--- src/rtl/ysyx_22040931_mem_arbiter.sv ---
// ysyx_22040931_mem_arbiter
//   Shares the single memory port between instruction fetch (IF, read-only)
//   and load/store (MEM). One transaction is outstanding at a time. The block
//   builds the byte write mask and lane-aligned store data, and routes each
//   response back to the requester that issued it.
//
// Ports
//   clock, reset         : rising-edge clock, asynchronous active-high reset
//   if_req_*  / if_rsp_* : IF fetch request (valid/ready/addr) and response pulse
//   mem_req_* / mem_rsp_*: MEM load/store request and response pulse
//   bus_req_* / bus_*    : memory port request (8-byte aligned addr, mask, data)
//   bus_rsp_*            : memory port response
//   arb_err              : sticky watchdog error (0 unless the watchdog is built)
//
// Build option
//   YSYX_22040931_ARB_TIMEOUT_EN : enables the TIMEOUT_CYC watchdog on
//   outstanding transactions. When undefined the FSM waits indefinitely.
module ysyx_22040931_mem_arbiter #(
  parameter int unsigned ADDR_W       = 64,
  parameter int unsigned STARVE_LIMIT = 4,
  parameter int unsigned TIMEOUT_CYC  = 255
) (
  input  logic              clock,
  input  logic              reset,
  input  logic              if_req_valid,
  output logic              if_req_ready,
  input  logic [ADDR_W-1:0] if_req_addr,
  output logic              if_rsp_valid,
  output logic [31:0]       if_rsp_data,
  input  logic              mem_req_valid,
  output logic              mem_req_ready,
  input  logic [ADDR_W-1:0] mem_req_addr,
  input  logic              mem_req_wr,
  input  logic [1:0]        mem_req_size,
  input  logic [63:0]       mem_req_wdata,
  output logic              mem_rsp_valid,
  output logic [63:0]       mem_rsp_rdata,
  output logic              bus_req_valid,
  input  logic              bus_req_ready,
  output logic [ADDR_W-1:0] bus_addr,
  output logic              bus_wr,
  output logic [63:0]       bus_wdata,
  output logic [7:0]        bus_wmask,
  input  logic              bus_rsp_valid,
  input  logic [63:0]       bus_rsp_rdata,
  output logic              arb_err
);

  localparam int unsigned STARVE_W = $clog2(STARVE_LIMIT + 1);

  localparam logic [2:0] S_IDLE      = 3'd0;
  localparam logic [2:0] S_ISSUE_IF  = 3'd1;
  localparam logic [2:0] S_ISSUE_MEM = 3'd2;
  localparam logic [2:0] S_WAIT_IF   = 3'd3;
  localparam logic [2:0] S_WAIT_MEM  = 3'd4;

  logic [2:0]          state_q, state_d;
  logic [STARVE_W-1:0] starve_q, starve_d;
  logic                bus_req_valid_q, bus_req_valid_d;
  logic [ADDR_W-1:0]   bus_addr_q, bus_addr_d;
  logic                bus_wr_q, bus_wr_d;
  logic [63:0]         bus_wdata_q, bus_wdata_d;
  logic [7:0]          bus_wmask_q, bus_wmask_d;
  logic                addr2_q, addr2_d;
  logic                if_rsp_valid_q, if_rsp_valid_d;
  logic [31:0]         if_rsp_data_q, if_rsp_data_d;
  logic                mem_rsp_valid_q, mem_rsp_valid_d;
  logic [63:0]         mem_rsp_rdata_q, mem_rsp_rdata_d;

  logic                idle_c, starved_c, grant_if_c, grant_mem_c;
  logic [2:0]          mem_lane_c;
  logic [7:0]          mem_mask_c;
  logic [63:0]         mem_wdata_c;

`ifdef YSYX_22040931_ARB_TIMEOUT_EN
  localparam int unsigned TO_W = $clog2(TIMEOUT_CYC + 1);
  logic [TO_W-1:0] to_cnt_q, to_cnt_d;
  logic            arb_err_q, arb_err_d;
  logic            unused_c;
  assign unused_c = ^if_req_addr[1:0];
`else
  logic            unused_c;
  assign unused_c = ^{if_req_addr[1:0], 32'(TIMEOUT_CYC)};
`endif

  // Arbitration: MEM has priority unless IF has been passed over STARVE_LIMIT times.
  assign idle_c      = (state_q == S_IDLE) && !reset;
  assign starved_c   = (starve_q == STARVE_W'(STARVE_LIMIT));
  assign grant_if_c  = idle_c && if_req_valid && (!mem_req_valid || starved_c);
  assign grant_mem_c = idle_c && mem_req_valid && !grant_if_c;

  assign if_req_ready  = grant_if_c;
  assign mem_req_ready = grant_mem_c;

  // Byte-lane mask and store data aligned to the 8-byte bus word.
  always_comb begin
    mem_lane_c = mem_req_addr[2:0];
    mem_mask_c = 8'h00;
    if (mem_req_wr) begin
      case (mem_req_size)
        2'd0:    mem_mask_c = 8'h01 << mem_lane_c;
        2'd1:    mem_mask_c = 8'h03 << {mem_lane_c[2:1], 1'b0};
        2'd2:    mem_mask_c = mem_lane_c[2] ? 8'hF0 : 8'h0F;
        default: mem_mask_c = 8'hFF;
      endcase
    end
    mem_wdata_c = mem_req_wr ? (mem_req_wdata << {mem_lane_c, 3'b000}) : 64'h0;
  end

  // Next-state and output logic.
  always_comb begin
    state_d         = state_q;
    starve_d        = starve_q;
    bus_req_valid_d = bus_req_valid_q;
    bus_addr_d      = bus_addr_q;
    bus_wr_d        = bus_wr_q;
    bus_wdata_d     = bus_wdata_q;
    bus_wmask_d     = bus_wmask_q;
    addr2_d         = addr2_q;
    if_rsp_valid_d  = 1'b0;
    if_rsp_data_d   = 32'h0;
    mem_rsp_valid_d = 1'b0;
    mem_rsp_rdata_d = 64'h0;

    case (state_q)
      S_IDLE: begin
        if (grant_if_c) begin
          state_d         = S_ISSUE_IF;
          starve_d        = '0;
          bus_req_valid_d = 1'b1;
          bus_addr_d      = {if_req_addr[ADDR_W-1:3], 3'b000};
          bus_wr_d        = 1'b0;
          bus_wdata_d     = 64'h0;
          bus_wmask_d     = 8'h00;
          addr2_d         = if_req_addr[2];
        end else if (grant_mem_c) begin
          state_d         = S_ISSUE_MEM;
          if (if_req_valid && !starved_c) begin
            starve_d = starve_q + STARVE_W'(1);
          end
          bus_req_valid_d = 1'b1;
          bus_addr_d      = {mem_req_addr[ADDR_W-1:3], 3'b000};
          bus_wr_d        = mem_req_wr;
          bus_wdata_d     = mem_wdata_c;
          bus_wmask_d     = mem_mask_c;
          addr2_d         = mem_req_addr[2];
        end
      end
      S_ISSUE_IF, S_ISSUE_MEM: begin
        // Responses during issue are stray and dropped.
        if (bus_req_ready) begin
          bus_req_valid_d = 1'b0;
          state_d         = (state_q == S_ISSUE_IF) ? S_WAIT_IF : S_WAIT_MEM;
        end
      end
      S_WAIT_IF: begin
        if (bus_rsp_valid) begin
          state_d        = S_IDLE;
          if_rsp_valid_d = 1'b1;
          if_rsp_data_d  = addr2_q ? bus_rsp_rdata[63:32] : bus_rsp_rdata[31:0];
        end
      end
      S_WAIT_MEM: begin
        if (bus_rsp_valid) begin
          state_d         = S_IDLE;
          mem_rsp_valid_d = 1'b1;
          mem_rsp_rdata_d = bus_rsp_rdata;
        end
      end
      default: begin
        state_d         = S_IDLE;
        bus_req_valid_d = 1'b0;
      end
    endcase

`ifdef YSYX_22040931_ARB_TIMEOUT_EN
    // Watchdog: abort the outstanding transaction and answer the owner with 0.
    arb_err_d = arb_err_q;
    to_cnt_d  = '0;
    if (state_q != S_IDLE) begin
      if (to_cnt_q == TO_W'(TIMEOUT_CYC - 1)) begin
        state_d         = S_IDLE;
        bus_req_valid_d = 1'b0;
        arb_err_d       = 1'b1;
        if_rsp_data_d   = 32'h0;
        mem_rsp_rdata_d = 64'h0;
        if_rsp_valid_d  = (state_q == S_ISSUE_IF)  || (state_q == S_WAIT_IF);
        mem_rsp_valid_d = (state_q == S_ISSUE_MEM) || (state_q == S_WAIT_MEM);
      end else if (state_d != S_IDLE) begin
        to_cnt_d = to_cnt_q + TO_W'(1);
      end
    end
`endif
  end

  // State and output registers.
  always_ff @(posedge clock or posedge reset) begin
    if (reset) begin
      state_q         <= S_IDLE;
      starve_q        <= '0;
      bus_req_valid_q <= 1'b0;
      bus_addr_q      <= '0;
      bus_wr_q        <= 1'b0;
      bus_wdata_q     <= 64'h0;
      bus_wmask_q     <= 8'h00;
      addr2_q         <= 1'b0;
      if_rsp_valid_q  <= 1'b0;
      if_rsp_data_q   <= 32'h0;
      mem_rsp_valid_q <= 1'b0;
      mem_rsp_rdata_q <= 64'h0;
    end else begin
      state_q         <= state_d;
      starve_q        <= starve_d;
      bus_req_valid_q <= bus_req_valid_d;
      bus_addr_q      <= bus_addr_d;
      bus_wr_q        <= bus_wr_d;
      bus_wdata_q     <= bus_wdata_d;
      bus_wmask_q     <= bus_wmask_d;
      addr2_q         <= addr2_d;
      if_rsp_valid_q  <= if_rsp_valid_d;
      if_rsp_data_q   <= if_rsp_data_d;
      mem_rsp_valid_q <= mem_rsp_valid_d;
      mem_rsp_rdata_q <= mem_rsp_rdata_d;
    end
  end

`ifdef YSYX_22040931_ARB_TIMEOUT_EN
  // Watchdog counter and sticky error flag.
  always_ff @(posedge clock or posedge reset) begin
    if (reset) begin
      to_cnt_q  <= '0;
      arb_err_q <= 1'b0;
    end else begin
      to_cnt_q  <= to_cnt_d;
      arb_err_q <= arb_err_d;
    end
  end
  assign arb_err = arb_err_q;
`else
  assign arb_err = 1'b0;
`endif

  assign bus_req_valid = bus_req_valid_q;
  assign bus_addr      = bus_addr_q;
  assign bus_wr        = bus_wr_q;
  assign bus_wdata     = bus_wdata_q;
  assign bus_wmask     = bus_wmask_q;
  assign if_rsp_valid  = if_rsp_valid_q;
  assign if_rsp_data   = if_rsp_data_q;
  assign mem_rsp_valid = mem_rsp_valid_q;
  assign mem_rsp_rdata = mem_rsp_rdata_q;

endmodule

--- config.mk ---
export PLATFORM = sky130hd
export DESIGN_NAME = ysyx_22040931_mem_arbiter
export DESIGN_NICKNAME = d
export VERILOG_FILES = /design/src/rtl/ysyx_22040931_mem_arbiter.sv
export SDC_FILE = /design/constraint.sdc
export NUM_CORES = 1
export LEC_CHECK = 0
export CORE_AREA = 2 2 198 200
export CTS_CLUSTER_DIAMETER = 200
export DETAILED_ROUTE_END_ITERATION = 8
export DIE_AREA = 0 0 200 202
export PLACE_DENSITY = 0.61
export SLEW_MARGIN = 20
export SYNTH_ARGS = -nofsm -noshare
export SYNTH_HDL_FRONTEND = slang
export SYNTH_SLANG_ARGS = --single-unit
--- constraint.sdc ---
create_clock -name clock -period 9.54 [get_ports clock]
set_input_delay 1.431 -clock clock [delete_from_list [all_inputs] [get_ports clock]]
set_output_delay 1.431 -clock clock [all_outputs]
set_load 0.02 [all_outputs]
**Word-level counts from Yosys, hierarchy flattened**

Index checks and enable logic that the tools add are counted.

- Bits in registers: 243
- Latch bits: 0
- Memory bits (writable): 0
- ROM bits: 0
- Bits of input ports: 265
- Output and inout bits: 239
- Logic and storage cells: 83
- Memories: 0

- $add $sub $neg: 1
- $mul: 0
- Div/mod/pow operators: 0
- Order comparisons: 0
- Equal/unequal tests: 10
- Shifts and indexed selects: 3
- Muxes and demuxes: 35
- Bitwise gates (word level): 1
- Reductions and logical operators: 21

Operators with widths:

| cell | count |
|---|---|
| 2-to-1 mux 64 bit | 7 |
| 2-to-1 mux 32 bit | 3 |
| << shifter 64 x 6 -> 64 bit | 1 |
| 2-to-1 mux 8 bit | 4 |
| 2-to-1 mux 3 bit | 8 |
| one-hot mux 8 bit (3 select lines) | 1 |
| 2-to-1 mux 1 bit | 10 |
| one-hot mux 3 bit (3 select lines) | 1 |
| AND reduction 3 bit | 3 |
| << shifter 1 x 3 -> 8 bit (first input constant) | 1 |
| << shifter 2 x 3 -> 8 bit (first input constant) | 1 |
| equality test 3 x 2 -> 1 bit (second input constant) | 2 |
| equality test 3 bit (second input constant) | 2 |
| logical AND 1 bit | 6 |
| zero test 1 bit | 4 |
| nonzero test 2 bit | 2 |
| OR reduction 2 bit | 2 |
| adder 3 x 1 -> 3 bit (second input constant) | 1 |
| equality test 3 x 1 -> 1 bit (second input constant) | 1 |
| zero test 3 bit | 1 |
| inequality test 3 bit (second input constant) | 1 |
| one-hot mux 1 bit (3 select lines) | 1 |
| equality test 2 x 1 -> 1 bit (second input constant) | 1 |
| equality test 2 bit (second input constant) | 1 |
| other kinds (6) | 6 |

**Longest topological paths before layout**

Gate-level depths: netlist of the first run.

- Depth after elaboration: 9
- Depth in mapped cells: 8
- Gate-level depth less buffers: 6

**Worst setup path after synthesis of the first run**

No wires, ideal clock.

- Path type: input to output
- Start: in reset
- End: out if_req_ready
- Arrival: 2.382 ns
- Data required time: 8.109 ns
- Path slack: 5.727 ns
- Stages on the path: 4
- Buffers on the path: 1
- Cells stage by stage: nor4_4 > nand3_1 > clkbuf_1 > inv_1

- Cells in the longest elaborated chain, start to end: 4

Ends and longest elaborated chain:

| what | line | source |
|---|---|---|
| from (decl) | 24 | `input logic reset,` |
| zero test 1 bit (no source line) | -- |  |
| logical AND 1 bit | 87 | `assign idle_c = (state_q == S_IDLE) && !reset;` |
| logical AND 1 bit (2 in a row) | 89 | `assign grant_if_c = idle_c && if_req_valid && (!mem_req_valid \|\| starved_c);` |
| to (decl) | 26 | `output logic if_req_ready,` |

Every way passes these cells.

**Worst setup path in the final report of the first run**

Same ends and word-level chain as after synthesis.

==> results of run 1 <==
-- registers in the layout (all words and copies together) (netlist names) --
register and flops:
bus_wdata 64, mem_rsp_rdata 64, bus_addr 61, if_rsp_data 32, bus_wmask 8, starve_q 3, state_q 3, addr2_q 1
bus_req_valid 1, bus_wr 1, if_rsp_valid 1, mem_rsp_valid 1
-- cells in the mapped netlist (all sizes together) --
| master | instances | area share, % |
|---|---|---|
| and2 | 65 | 3.7 |
| dfrtp | 240 | 55 |
| nand4 | 1 | 0.057 |
| mux2 | 10 | 1.0 |
| a32oi | 1 | 0.080 |
| a21boi | 1 | 0.069 |
| o22ai | 9 | 0.52 |
| a22oi | 17 | 1.2 |
| nor2 | 49 | 1.7 |
| a22o | 10 | 0.80 |
| or2 | 2 | 0.11 |
| ha | 2 | 0.23 |
| o31ai | 8 | 0.55 |
| a21bo | 1 | 0.092 |
| a32o | 11 | 1.0 |
| o2111ai | 4 | 0.38 |
| nor4 | 1 | 0.19 |
| mux4 | 5 | 1.0 |
| a21oi | 22 | 1.0 |
| o211ai | 2 | 0.14 |
| nand4b | 1 | 0.080 |
| o2111a | 1 | 0.10 |
| nand3b | 1 | 0.069 |
| inv | 7 | 0.24 |
| o2bb2ai | 5 | 0.40 |
| a31oi | 3 | 0.17 |
| nor3 | 1 | 0.15 |
| and3 | 1 | 0.057 |
| conb | 1 | 0.034 |
| nand2 | 136 | 4.7 |
| nand2b | 7 | 0.40 |
| nand3 | 8 | 0.37 |
| buf | 36 | 2.0 |
| nor2b | 4 | 0.23 |
| clkbuf | 44 | 1.5 |
| o21ai | 140 | 6.4 |
| mux2i | 156 | 14 |
-- kinds of logic (layout without fill, tap and decap cells) --
group                    Yosys count  in the layout  share of synthesized area [%]
multiplexers                     171            171                           16.3
other                              1              6                         0.0343
flip-flops                       240            240                           54.9
adder cells (fa/ha/maj)            2              2                          0.229
AND/OR/NAND/NOR                  277            277                           11.8
AO/OA/AOI/OAI                    235            235                           12.9
buffers and inverters             87            566                           3.74
-- area by class of cell --
class	count	area [um^2]	area share, %
multi-input combinational	689	4550	26.5
antenna	2	5.00	0.0291
tap	518	648	3.77
inverter	7	33.8	0.197
timing repair buffer	509	5050	29.4
clock buffer	41	779	4.54
clock inverter	9	100	0.583
sequential	240	6010	35.0
-- power breakdown --
| part | switching, mW | internal, mW |
|---|---|---|
| logic | 0.832 | 0.723 |
| clock network | 0.438 | 0.594 |
| registers | 0.179 | 1.28 |
-- critical path, stage by stage --
cell,delay (ns)
clkdlybuf4s50_1,0.54
nor4_4,0.67
nand3_4,0.54
inv_1,0.18
clkdlybuf4s50_1,0.62
-- worst max-delay path by stage --
stage / startpoint / to / slack, ns / cells after the start
5_1_grt: reset / if_req_ready / 3.89 / 5
3_5_place_dp: reset / if_req_ready / 4.01 / 5
2_1_floorplan: reset / addr2_q / 1.52 / 1
3_3_place_gp: reset / if_req_ready / 4.03 / 5
6_report: reset / if_req_ready / 4.07 / 5
4_1_cts: reset / if_req_ready / 4.01 / 5
-- routing by layer --
layer	track usage (%)	vias up	part of all wire (%)
met1	24.2	4545	39
met4	8.20	4	4.0
met3	5.74	75	9.2
met5	0	-	0.055
met2	34.4	396	48
li1	-	4463	-
==> metrics, run 1 <==
IO Pins 504; # H-tree levels 1; via count 9483; Via density 4.71; Post-Syn Instances 1013; DP Area 0.0163 mm^2; slew margin rel. 22.3%; routability cong. 0.859; crit path DAT 4.03 ns; Critical Path RT 8.11 ns; PwrDens 235 mW/mm^2; max cap viols 0; layout cells sized above 1 5.42%; Synthesis Warnings 0; register area share after synthesis 54.9%; Worst Reg2Reg Path Length in Cells 5; Routed WL 42200 um; CTS Root Cell clkbuf_16; I/O Buffers 497; DR WL/cell 20.9 um; crit path time final 5.47 ns; Inst Count DP 1963; Seq cells post-synth 240; Post-Syn Area 0.0109 mm^2; Final period util 57.3%; R2R Setup Slk 6.47 ns; final number of setup-violating endpoints 0; Hold WC Path Type flop to flop; DR DRC count 0; Num CTS Buffers 28; vias in the first global route 9845; fin. max-slew vios 0; post-cts sizing count 0; CTS tree built; worst r2r dst bus_addr[53]; Max Clock Skew 0.00726 ns; CP endpoint kind output pin; setup TNS 0 ns; row count 72; largest net degree at the start of global routing 120; worst hold slack 0.478 ns; Area growth syn-to-layout 57.2%; actual slew at the worst max-slew pin 1.16 ns; setup bufs post-CTS 0; final core utilization 44.9%; die extent in x 200 um; die area 0.0404 mm^2; Worst-path clk slew 0.06 ns; end of the worst hold path bus_addr[61]; final setup margin 4.07 ns; Core Region 0.0383 mm^2; first-pass GRT wire length 61600 um; Max IR drop VDD 122 uV; antenna viol nets, final 0; commonest cells after routing, fill and taps aside clkdlybuf4s50_1, dfrtp_1, mux2i_1; layout filler cell count 3636; R2R Path Start state_q[1]; Setup CP Type input port to output pin; cell depth of the worst hold path 2; # clock sinks 240; grt ovf 0; Post-CTS Hold Fix Bufs 0; GRT Total Usage 20.3%; Syn Area/Cell 10.8 um^2; Netlist cell types 43; clk buf depth 3; DP HPWL 31000 um; outcome completed; Initial Util 28.6%; fin area 0.0172 mm^2; post-route insts no fill 2015; Startpoint Class input port; RSZ-0062 raised after global routing false; commonest non-fill, non-tap cell in the layout clkdlybuf4s50_1; LEAKAGE 7.78 nW; Final #Nets 1742; Crit Path Max Fanout 27; Fin. Hold Viols 0; Worst-Skew Late Latency 0.56 ns; Die H 202 um; worst hold path startpoint bus_addr[61]; Placement Setup Slack 4.01 ns; initial drt markers 571; initial antenna violation count 4; Max Fclk 183 MHz; total power 4.04 mW; drt pass-1 iters 7
(Power assumes the default switching activity.)
==> inputs of run 2 (changes only) <==
==> constraint.sdc (replaced) <==
create_clock -name clock -period 5.4 [get_ports clock]
set_input_delay 0.81 -clock clock [delete_from_list [all_inputs] [get_ports clock]]
set_output_delay 0.81 -clock clock [all_outputs]
set_load 0.02 [all_outputs]
==> metrics, run 2 (synthesis results as in run 1) <==
Post-CTS Hold Fix Bufs 0 (unchanged); setup bufs post-CTS 0 (unchanged); # clock sinks 240 (unchanged); Crit Path Max Fanout 9 (-67%); most used cell, CP clkdlybuf4s50_1; routability cong. 0.871 (+1.4%); Critical Path RT 4.59 ns (-3.52 ns); Clk network pwr share 26.3% (+0.8 points); CP cell instances clkdlybuf4s50_1 -> nor4_4 -> nand3_4 -> inv_1 -> clkdlybuf4s50_1; DR WL/cell 20.8 um (-0.74%); via count 9433 (-0.53%); clk buf depth 3 (unchanged); delay-heaviest family, CP buffers and inverters; setup TNS 0 ns (unchanged); slew margin rel. 27.2% (+4.9 points); crit path time final 3.63 ns; Int Pwr 4.65 mW (+79%); Die H 202 um (unchanged); Area growth syn-to-layout 57.8%; Via density 4.67 (-0.68%); RSZ-0062 raised after global routing false; CTS tree built; CP endpoint kind output pin; met3 Usage GRT 6.29% (+0.55 points); final number of setup-violating endpoints 0 (unchanged); GR Util met1 22.8% (-1.4 points); outcome completed; Hold WC Path Type flop to flop; post-cts sizing count 0 (unchanged); Final period util 67.3%; Max Clock Skew 0.00892 ns (+0.00166 ns); Num CTS Buffers 28 (unchanged); Fin. Hold Viols 0 (unchanged); CP Buf/Inv Count 3 (unchanged); I/O Buffers 497 (unchanged); grt ovf 0 (unchanged); GRT Total Usage 19.9% (-0.44 points); # H-tree levels 1 (unchanged); switching share of power 35.5% (-0.30 points); commonest cells after routing, fill and taps aside clkdlybuf4s50_1, dfrtp_1, mux2i_1; combinational fraction of design power 38.1% (-0.4 points); die area 0.0404 mm^2 (unchanged); total power 7.22 mW (+79%); vias in the first global route 9581 (-2.7%); layout filler cell count 3660 (+0.66%); CTS Root Cell clkbuf_16; power share of the sequential group 35.6% (-0.4 points); antenna viol nets, final 0 (unchanged); max cap viols 0 (unchanged); die extent in x 200 um (unchanged); layout cells sized above 1 5.74% (+0.33 points); Core Region 0.0383 mm^2 (unchanged); Worst-path clk slew 0.06 ns (about the same); PwrDens 419 mW/mm^2 (+78%); Final #Nets 1742 (unchanged); final core utilization 45.1% (+0.18 points); Sw Pwr 2.57 mW (+77%); Initial Util 28.6% (unchanged); Setup CP Type input port to output pin; drt pass-1 iters 5 (-2); initial antenna violation count 4 (unchanged); fin. max-slew vios 0 (unchanged); final setup margin 1.77 ns (-2.31 ns); Startpoint Class input port; first-pass GRT wire length 60800 um (-1.3%); DR DRC count 0 (unchanged); LEAKAGE 7.81 nW (+0.37%); worst hold slack 0.475 ns (-0.00335 ns); row count 72 (unchanged); Placement Setup Slack 1.66 ns (-2.35 ns); initial drt markers 393 (-31%); met2 GRT Util 34.9% (+0.56 points); Routed WL 41900 um (-0.59%); commonest non-fill, non-tap cell in the layout clkdlybuf4s50_1; Worst path slowest cell clkdlybuf4s50_1; GR peak layer met2; actual slew at the worst max-slew pin 1.09 ns (-0.0717 ns); CP peak stage delay 0.69 ns (+0.02 ns); crit path DAT 2.82 ns (-1.21 ns); Max IR drop VDD 221 uV (+80%); Max Fclk 275 MHz; largest net degree at the start of global routing 154 (+28%); Worst-Skew Late Latency 0.55 ns (about the same); DP HPWL 30900 um (-0.44%); IO Pins 504 (unchanged)
[run 2: worst reg2reg max path: cells and delay by family (launching register included)]
kind	cells	cell delay, ns
compound gates	2	0.21
flops	1	0.51
simple gates	2	0.98
buf+inv	2	0.85
[run 2: routing by layer]
layer / part of all wire, % / vias to the layer above
met5: 0.031 / -
met1: 38 / 4567
met4: 3.0 / 2
met2: 49 / 349
met3: 9.3 / 58
li1: - / 4457
[run 2: layout make-up]
class,instances,area (um^2),area share [%]
clock inverter,8,95.1,0.551
tap,518,648,3.76
multi-input combinational,689,4560,26.4
inverter,7,30.0,0.174
clock buffer,44,841,4.87
sequential,240,6010,34.8
timing repair buffer,509,5060,29.4
antenna,3,7.51,0.0435
[run 2: through the flow]
step | instances | cell area [um^2]
after floorplan | 1016 | 10900
after global placement | 1963 | 16300
after detailed placement | 1963 | 16300
after CTS | 2015 | 17200
after global routing | 2018 | 17300
final | 2018 | 17300
[run 2: final timing paths]
| check | slack [ns] | endpoint | depth (start not counted) | from |
|---|---|---|---|---|
| min in group asynchronous | 0.83 | state_q[0] | 2 | reset |
| worst min-delay path | 0.48 | bus_addr[62] | 2 | bus_addr[62] |
| worst min register to register | 0.48 | bus_addr[62] | 2 | bus_addr[62] |
| worst max register to register | 2.69 | bus_addr[37] | 6 | state_q[1] |
| worst max-delay path | 1.77 | if_req_ready | 5 | reset |
| max in group asynchronous | 3.23 | bus_addr[5] | 3 | reset |
[run 2: power groups by stage]
stage | clock network (mW) | registers [mW] | logic, mW
2_1_floorplan | 0 | 3.04 | 0.881
3_3_place_gp | 0 | 2.59 | 2.77
3_5_place_dp | 0 | 2.60 | 2.79
4_1_cts | 1.96 | 2.57 | 2.79
5_1_grt | 2.04 | 2.63 | 2.96
6_report | 1.90 | 2.57 | 2.75
